--- config.mk ---
export PLATFORM = sky130hd
export DESIGN_NAME = code_ram_arbiter
export DESIGN_NICKNAME = d
export VERILOG_FILES = /design/src/rtl/code_ram_arb_pkg.sv /design/src/rtl/arb_starve_ctr.sv /design/src/rtl/code_ram_arbiter.sv
export SDC_FILE = /design/constraint.sdc
export NUM_CORES = 1
export LEC_CHECK = 0
export BUFFER_PORTS_ARGS = -buffer_cell sky130_fd_sc_hd__buf_2
export CAP_MARGIN = 40
export CORE_AREA = 2 2 89 91
export DETAILED_ROUTE_END_ITERATION = 16
export DIE_AREA = 0 0 91 93
export SYNTH_ARGS = -nofsm -noshare
export SYNTH_HDL_FRONTEND = slang
export SYNTH_SLANG_ARGS = --single-unit
--- constraint.sdc ---
create_clock -name clk -period 1.8 [get_ports clk]
set_input_delay 0.27 -clock clk [delete_from_list [all_inputs] [get_ports clk]]
set_output_delay 0.27 -clock clk [all_outputs]
set_load 0.05 [all_outputs]
--- src/rtl/code_ram_arb_pkg.sv ---
// Shared types and constants for the code RAM arbiter.
package code_ram_arb_pkg;

  localparam int unsigned DATA_W = 32;
  localparam int unsigned BE_W   = 4;
  localparam int unsigned CNT_W  = 4;

  localparam logic [DATA_W-1:0] RV_NOP = 32'h0000_0013;

  typedef enum logic [2:0] {
    NONE      = 3'd0,
    RD_IF     = 3'd1,
    RD_D      = 3'd2,
    RD_OOB_IF = 3'd3,
    RD_OOB_D  = 3'd4
  } owner_t;

  // True when a word address falls inside the implemented RAM.
  function automatic logic addr_in_range(input logic [31:0] addr, input int unsigned depth);
    return addr < depth;
  endfunction

endpackage

--- src/rtl/arb_starve_ctr.sv ---
// Saturating count of consecutive denied fetch cycles; sat_o raises fetch priority.
module arb_starve_ctr
  import code_ram_arb_pkg::*;
#(
  parameter int unsigned LIMIT = 4
) (
  input  logic clk,
  input  logic reset_n,
  input  logic inc_i,
  input  logic clr_i,
  output logic sat_o
);

  logic [CNT_W-1:0] cnt_q, cnt_d;
  logic             sat_q, sat_d;

  always_comb begin
    cnt_d = cnt_q;
    if (clr_i) begin
      cnt_d = '0;
    end else if (inc_i && (cnt_q != CNT_W'(LIMIT))) begin
      cnt_d = cnt_q + CNT_W'(1);
    end
    sat_d = (cnt_d == CNT_W'(LIMIT));
  end

  always_ff @(posedge clk or negedge reset_n) begin
    if (!reset_n) begin
      cnt_q <= '0;
      sat_q <= 1'b0;
    end else begin
      cnt_q <= cnt_d;
      sat_q <= sat_d;
    end
  end

  assign sat_o = sat_q;

endmodule

--- src/rtl/code_ram_arbiter.sv ---
// Shares the single-port code RAM between instruction fetch and the data port;
// data has priority except when fetch has been starved for STARVE_LIMIT cycles.
module code_ram_arbiter
  import code_ram_arb_pkg::*;
#(
  parameter int unsigned ADDR_W       = 16,
  parameter int unsigned DEPTH        = 40000,
  parameter int unsigned STARVE_LIMIT = 4,
  parameter bit          WRITE_EN     = 1'b1
) (
  input  logic              clk,
  input  logic              reset_n,
  input  logic              if_read,
  input  logic [ADDR_W-1:0] if_address,
  output logic              if_waitrequest,
  output logic [DATA_W-1:0] if_readdata,
  output logic              if_readdatavalid,
  input  logic              d_read,
  input  logic              d_write,
  input  logic [ADDR_W-1:0] d_address,
  input  logic [BE_W-1:0]   d_byteenable,
  input  logic [DATA_W-1:0] d_writedata,
  output logic              d_waitrequest,
  output logic [DATA_W-1:0] d_readdata,
  output logic              d_readdatavalid,
  output logic              d_error,
  output logic [ADDR_W-1:0] ram_address,
  output logic [BE_W-1:0]   ram_byteenable,
  output logic              ram_chipselect,
  output logic              ram_write,
  output logic              ram_debugaccess,
  output logic [DATA_W-1:0] ram_writedata,
  output logic              ram_clken,
  input  logic [DATA_W-1:0] ram_readdata
);

  logic   d_req, fetch_prio, grant_if, grant_d;
  logic   if_inrange, d_inrange, d_wr_ok;
  owner_t owner_q, owner_d;
  logic   d_error_q, d_error_d;

  // Combinational grant: one RAM access per cycle.
  assign d_req          = d_read | d_write;
  assign grant_if       = if_read & (fetch_prio | ~d_req);
  assign grant_d        = d_req & ~grant_if;
  assign if_waitrequest = if_read & ~grant_if;
  assign d_waitrequest  = d_req & ~grant_d;

  assign if_inrange = addr_in_range(32'(if_address), DEPTH);
  assign d_inrange  = addr_in_range(32'(d_address), DEPTH);
  assign d_wr_ok    = d_inrange & WRITE_EN;

  arb_starve_ctr #(
    .LIMIT (STARVE_LIMIT)
  ) u_starve (
    .clk     (clk),
    .reset_n (reset_n),
    .inc_i   (if_waitrequest),
    .clr_i   (grant_if | ~if_read),
    .sat_o   (fetch_prio)
  );

  // RAM request mux; a simultaneous read+write from the data port is a write.
  always_comb begin
    ram_address    = d_address;
    ram_byteenable = 4'hF;
    ram_chipselect = 1'b0;
    ram_write      = 1'b0;
    if (grant_if) begin
      ram_address    = if_address;
      ram_chipselect = if_inrange;
    end else if (grant_d) begin
      if (d_write) begin
        ram_byteenable = d_byteenable;
        ram_chipselect = d_wr_ok;
        ram_write      = d_wr_ok;
      end else begin
        ram_chipselect = d_inrange;
      end
    end
  end

  assign ram_debugaccess = ram_write;
  assign ram_writedata   = d_writedata;
  assign ram_clken       = 1'b1;

  // Owner of next cycle's read beat, plus the data-port error pulse.
  always_comb begin
    owner_d   = NONE;
    d_error_d = 1'b0;
    if (grant_if) begin
      owner_d = if_inrange ? RD_IF : RD_OOB_IF;
    end else if (grant_d) begin
      if (d_write) begin
        d_error_d = ~d_wr_ok;
      end else begin
        owner_d   = d_inrange ? RD_D : RD_OOB_D;
        d_error_d = ~d_inrange;
      end
    end
  end

  always_ff @(posedge clk or negedge reset_n) begin
    if (!reset_n) begin
      owner_q   <= NONE;
      d_error_q <= 1'b0;
    end else begin
      owner_q   <= owner_d;
      d_error_q <= d_error_d;
    end
  end

  assign d_error = d_error_q;

  // Response demux: RAM data is valid one cycle after the accepted read.
  always_comb begin
    if_readdatavalid = 1'b0;
    if_readdata      = '0;
    d_readdatavalid  = 1'b0;
    d_readdata       = '0;
    case (owner_q)
      RD_IF: begin
        if_readdatavalid = 1'b1;
        if_readdata      = ram_readdata;
      end
      RD_OOB_IF: begin
        if_readdatavalid = 1'b1;
        if_readdata      = RV_NOP;
      end
      RD_D: begin
        d_readdatavalid = 1'b1;
        d_readdata      = ram_readdata;
      end
      RD_OOB_D: begin
        d_readdatavalid = 1'b1;
      end
      default: ;
    endcase
  end

`ifndef SYNTHESIS
  a_no_rd_wr: assert property (@(posedge clk) disable iff (!reset_n) !(d_read && d_write));
`endif

endmodule

; Word level (Yosys, flattened, before mapping)
; Index checks and enable logic that the tools add are counted.
[totals]
register_bits = 9
in_bits = 105
out_inout_bits = 125
word_cells = 50
[classes]
add_sub_neg = 1
magnitude_cmp = 2
n_eq_ne = 6
mux = 22
bitwise_logic = 12
n_reduce_logical = 3
[op_table]
columns = operator, count
row1 = 32-bit case mux with 2 select lines, 1
row2 = "16-bit < comparator, second input constant", 2
row3 = 32-bit 2-to-1 mux, 1
row4 = 4-bit 2-to-1 mux, 5
row5 = 16-bit 2-to-1 mux, 1
row6 = 3-bit 2-to-1 mux, 4
row7 = 1-bit 2-to-1 mux, 9
row8 = "3-bit by 2-bit equality test with 1-bit output, second input constant", 2
row9 = 1-bit NOT, 5
row10 = "4-bit by 1-bit adder with 4-bit output, second input constant", 1
row11 = 1-bit AND, 4
row12 = "4-bit by 3-bit equality test with 1-bit output, second input constant", 1
row13 = "4-bit by 3-bit inequality test with 1-bit output, second input constant", 1
row14 = 2-bit OR reduction, 2
row15 = "3-bit by 1-bit equality test with 1-bit output, second input constant", 1
row16 = "3-bit equality test, second input constant", 1
row17 = 1-bit OR, 3
row18 = 2-bit 2-to-1 mux, 1
row19 = 1-bit logical AND, 1

; Longest topological paths before layout
[logic_depth]
word_depth = 10
depth_mapped = 6
ltp_nobuf = 5

; By module
; A second synthesis with hierarchy kept.
[unflattened]
cells_unflattened = 194
hier_area_um2 = 1564.0
[by_module_without_submodules]
columns = module, instances, cells_per_inst, area_each_um2, seq_area_each_um2
row1 = code_ram_arbiter, 1, 164, 1280.0, 100.1
row2 = arb_starve_ctr, 1, 30, 284.0, 125.1

; Worst setup path before layout
; No wires, ideal clock.
[synth_path]
path_type = input to output
start = input d_address[9]
end = output ram_write
arrival_time_ns = 1.962
required_ns = 1.530
setup_slack_ns = -0.432
cell_stages = 5
n_path_buf = 1
cell_sequence = nor4_2 nor2_1 o31ai_4 nor2b_1 buf_4
[synth_via]
elab_chain_cells = 4
[synth_rtl]
columns = item, line
row1 = from (decl), code_ram_arbiter.sv:20  ; input logic [ADDR_W-1:0] d_address,
row2 = 16-bit < comparator, code_ram_arb_pkg.sv:20  ; return addr < depth;
row3 = 1-bit 2-to-1 mux, code_ram_arbiter.sv:73  ; if (d_write) begin
row4 = 1-bit 2-to-1 mux, code_ram_arbiter.sv:72  ; end else if (grant_d) begin
row5 = 1-bit 2-to-1 mux, code_ram_arbiter.sv:69  ; if (grant_if) begin
row6 = to (decl), code_ram_arbiter.sv:30  ; output logic ram_write,
; No other way between the ends.

; Final worst setup path
[layout_path]
start = register owner_q[0]
end = output d_readdata[24]
[layout_via]
elab_chain_cells = 2
[layout_rtl]
columns = item, line
row1 = from (decl), code_ram_arbiter.sv:39  ; owner_t owner_q, owner_d;
row2 = from (signal assigned), code_ram_arbiter.sv:108  ; owner_q <= owner_d;
row3 = 3-bit by 2-bit equality test with 1-bit output, code_ram_arbiter.sv:121  ; case (owner_q)
row4 = 32-bit 2-to-1 mux, code_ram_arbiter.sv:121
row5 = to (decl), code_ram_arbiter.sv:24  ; output logic [DATA_W-1:0] d_readdata,
; No other way between the ends.

==> parameters.txt <==
Parameter                              Value

Synthesis
  Fraction of post-synthesis cell area in the top cell type by area ... 0.2500
  Synth Net Count ... 339
  Cell area after technology mapping ... 1526 µm²
  Share of the yosys chip area belonging to registers ... 0.1475
  Post-synth EDFFs ... 0
  Most used DFF post-synth ... dfrtp_1
  Flip-flop and latch count after synthesis ... 9
  Cells taking the most area after synthesis ... and2_1, buf_4, dfrtp_1, nand2_1, nor2_1
  Share of flip-flops with an asynchronous set or reset ... 1.000
  Post-synthesis instance total ... 232
  Number of warnings issued by yosys ... 0
  Cell accounting for the most synthesized area ... and2_1
  Yosys cell types ... 35
  Mean post-synth cell area ... 6.580 µm²

Setup path
  Number of buffer and inverter instances along the worst setup path ... 2
  Slowest-stage cell, CP ... dfrtp_1
  Worst R2R Start ... u_starve.cnt_q[0]
  Dominant delay contributor by cell family on the critical path ... flip-flops
  Cell-by-cell listing of the critical path ... nor3b_4, buf_12, and2_1, clkbuf_4
  WP data required ... 1.53 ns
  Class of the most critical setup path ... reg2out
  Worst reg2reg endpoint ... u_starve.sat_o
  Biggest fanout along the worst timing path ... 32
  R2r worst-path depth ... 5
  CP endpoint kind ... primary output
  CP max stage delay ... 0.44 ns
  Flop-to-flop setup slack ... 0.20 ns
  Startpoint type of the worst setup path ... flop
  Data arrival, critical path ... 1.47 ns

Place
  Final HPWL DP ... 4457 µm
  Gpl congestion ... 0.7464
  Worst setup slack before clock tree synthesis ... 0.08778 ns
  Total of buffers placed on input and output ports ... 164
  Number of placed instances with taps included ... 461

Detailed routing
  Wire length per cell ... 11.38 µm
  DRT Wirelength ... 5336 µm
  ANT nets after route ... 0
  Initial DRC count ... 8
  Total vias in the final route ... 1974
  Remaining DRCs ... 0
  Average via count per standard cell ... 4.209
  DR pass1 iterations ... 4

Die
  Die width ... 91 µm
  Core outline area ... 7527 µm²
  FP Rows ... 32
  Initial standard-cell utilization of the core ... 0.2028
  Total I/O pin count ... 230
  Die outline height ... 93 µm
  Die footprint ... 8463 µm²

STA
  Max Clock Skew ... 0.003781 ns
  Min Tclk post-route ... 1.736 ns
  Crit share post-route ... 0.9647
  Final-report max-slew violation count ... 0
  Count of final setup violators ... 0
  Highest attainable clock frequency ... 575.9 MHz
  Final count of hold timing violations ... 0
  Final setup slack of the worst path ... 0.06354 ns
  Post-route worst hold slack ... 0.3305 ns

Power and ir drop
  Worst ir drop on vdd ... 0.0003238 V
  Areal power density over the cells ... 496.3 nW/µm²
  Leakage ... 0.001451 µW

Global routing
  GR Overflow Total ... 0
  Largest net degree at the start of global routing ... 33
  First-pass GRT wire length ... 7886 µm
  Number of global-route vias before repair ... 1799
  Overall Global Routing Usage ... 0.1111
  Initial antenna violation count ... 0

Clock tree
  CTS max path bufs ... 2
  TritonCTS clock tree ... yes
  H-Tree Level Count ... 1
  CTS root buf ... clkbuf_8
  Number of clock buffers inserted by TritonCTS ... 3
  Clock insertion delay at the later pin of the skew report ... 0.24 ns
  Post-CTS clock slew at the launch and capture registers of the worst setup and hold paths ... 0.05 ns
  Clock sink count ... 9

Outcome
  Outcome ... finished clean

Flow run
  Max-cap violation count ... 0

Cells and area
  Area growth, synth to finish ... 67.05%
  Number of diodes ... 0
  # nets final ... 475
  Fraction of layout cells with a size suffix above 1 ... 0.5123
  Non-filler cells in the finished layout ... 469

Hold path
  Hold path start ... d_read
  Hold-critical path depth ... 3
  Path category of the worst min-delay check ... in2reg
  Worst Hold End ... owner_q[2]
cells in the mapped netlist, types with 2 or more instances:
cell,number
nand3_1,4
and2_1,61
ha_1,2
xnor2_1,2
buf_4,37
inv_1,7
buf_2,6
nor3_1,5
or2_1,4
a21oi_1,2
dfrtp_1,9
nor2_1,18
nand2_1,53
tightest hold or removal path: cells and delay by family:
kind | cells | cell delay (ns)
buffers and inverters | 1 | 0.11
and+or+nand+nor | 2 | 0.14
metrics by stage:
| stage | TNS, ns | power [µW] | util | area (µm²) |
|---|---|---|---|---|
| after floorplan | 0 | 942.5 | - | 1534 |
| after global placement | 0 | 972.3 | 0.2999 | 2257 |
| after detailed placement | 0 | 979.1 | 0.2999 | 2257 |
| after CTS | 0 | 1230 | 0.3100 | 2333 |
| after global routing | -0.07196 | 1335 | 0.3388 | 2550 |
| final | 0 | 1265 | 0.3388 | 2550 |
repair_timing:
item,CTS,global route
endpoints found under the hold margin,9,0
resized for setup,8,115
buffers inserted,0,3
pin swaps,0,1
hold buffers,1,0
setup endpoints to repair,80,81
per-layer routing:
| layer | track usage | routed length (µm) | vias to the layer above |
|---|---|---|---|
| li1 | - | - | 955 |
| met1 | 0.1210 | 1946 | 870 |
| met2 | 0.2049 | 2683 | 143 |
| met5 | 0 | 0 | - |
| met4 | 0.02904 | 59 | 0 |
| met3 | 0.03868 | 646 | 6 |
kinds of logic after synthesis:
family | after synthesis | share of synthesized area
compound gates | 12 | 0.07050
xor+xnor | 2 | 0.01148
fa+ha+maj | 2 | 0.01639
buf+inv | 52 | 0.2287
flops | 9 | 0.1475
mux | 1 | 0.006558
other cells | 1 | 0.002457
simple gates | 153 | 0.5164
flip-flops by register name (all words and copies together), names as in the netlist:
signal / count
u_starve.cnt_q: 4
u_starve.sat_o: 1
owner_q: 3
d_error: 1
layout make-up:
class	count	area [µm²]
Fill cell	802	4977
Timing Repair Buffer	176	1140
Inverter	7	26.28
Sequential cell	9	226.5
Tap cell	102	127.6
Clock buffer	4	45.04
Multi-Input combinational cell	171	984.7
how the worst max path moves through the flow:
stage          cells past startpoint  slack (ns)            from         endpoint
6_report                           4        0.06      owner_q[0]   d_readdata[24]
5_1_grt                            5       -0.02      owner_q[2]  if_readdata[30]
4_1_cts                            6      0.0006  u_starve.sat_o   ram_chipselect
3_5_place_dp                       6        0.09   if_address[9]   ram_chipselect
3_3_place_gp                       6         0.1   if_address[9]   ram_chipselect
2_1_floorplan                      5        0.04    d_address[9]        ram_write
placed cells by master, fill, tap and decap left out, types with 3 or more instances in the layout:
cell type / synthesis / final
clkbuf_4: 0 / 12
nor3_1: 5 / 5
buf_6: 1 / 9
buf_12: 0 / 3
and2_1: 61 / 61
buf_4: 37 / 49
nand3_1: 4 / 4
clkbuf_8: 0 / 3
dfrtp_1: 9 / 8
nor2_1: 18 / 17
buf_2: 6 / 102
inv_1: 7 / 7
nand2_1: 53 / 53
or2_1: 4 / 4
where the power goes:
group / total (µW) / switching (µW) / leakage (µW) / internal (µW)
Clock: 238 / 83.8 / 0.0000228 / 155
Combinational: 801 / 542 / 0.00131 / 260
Sequential: 226 / 12.5 / 0.000120 / 213
(Power assumes the default switching activity.)
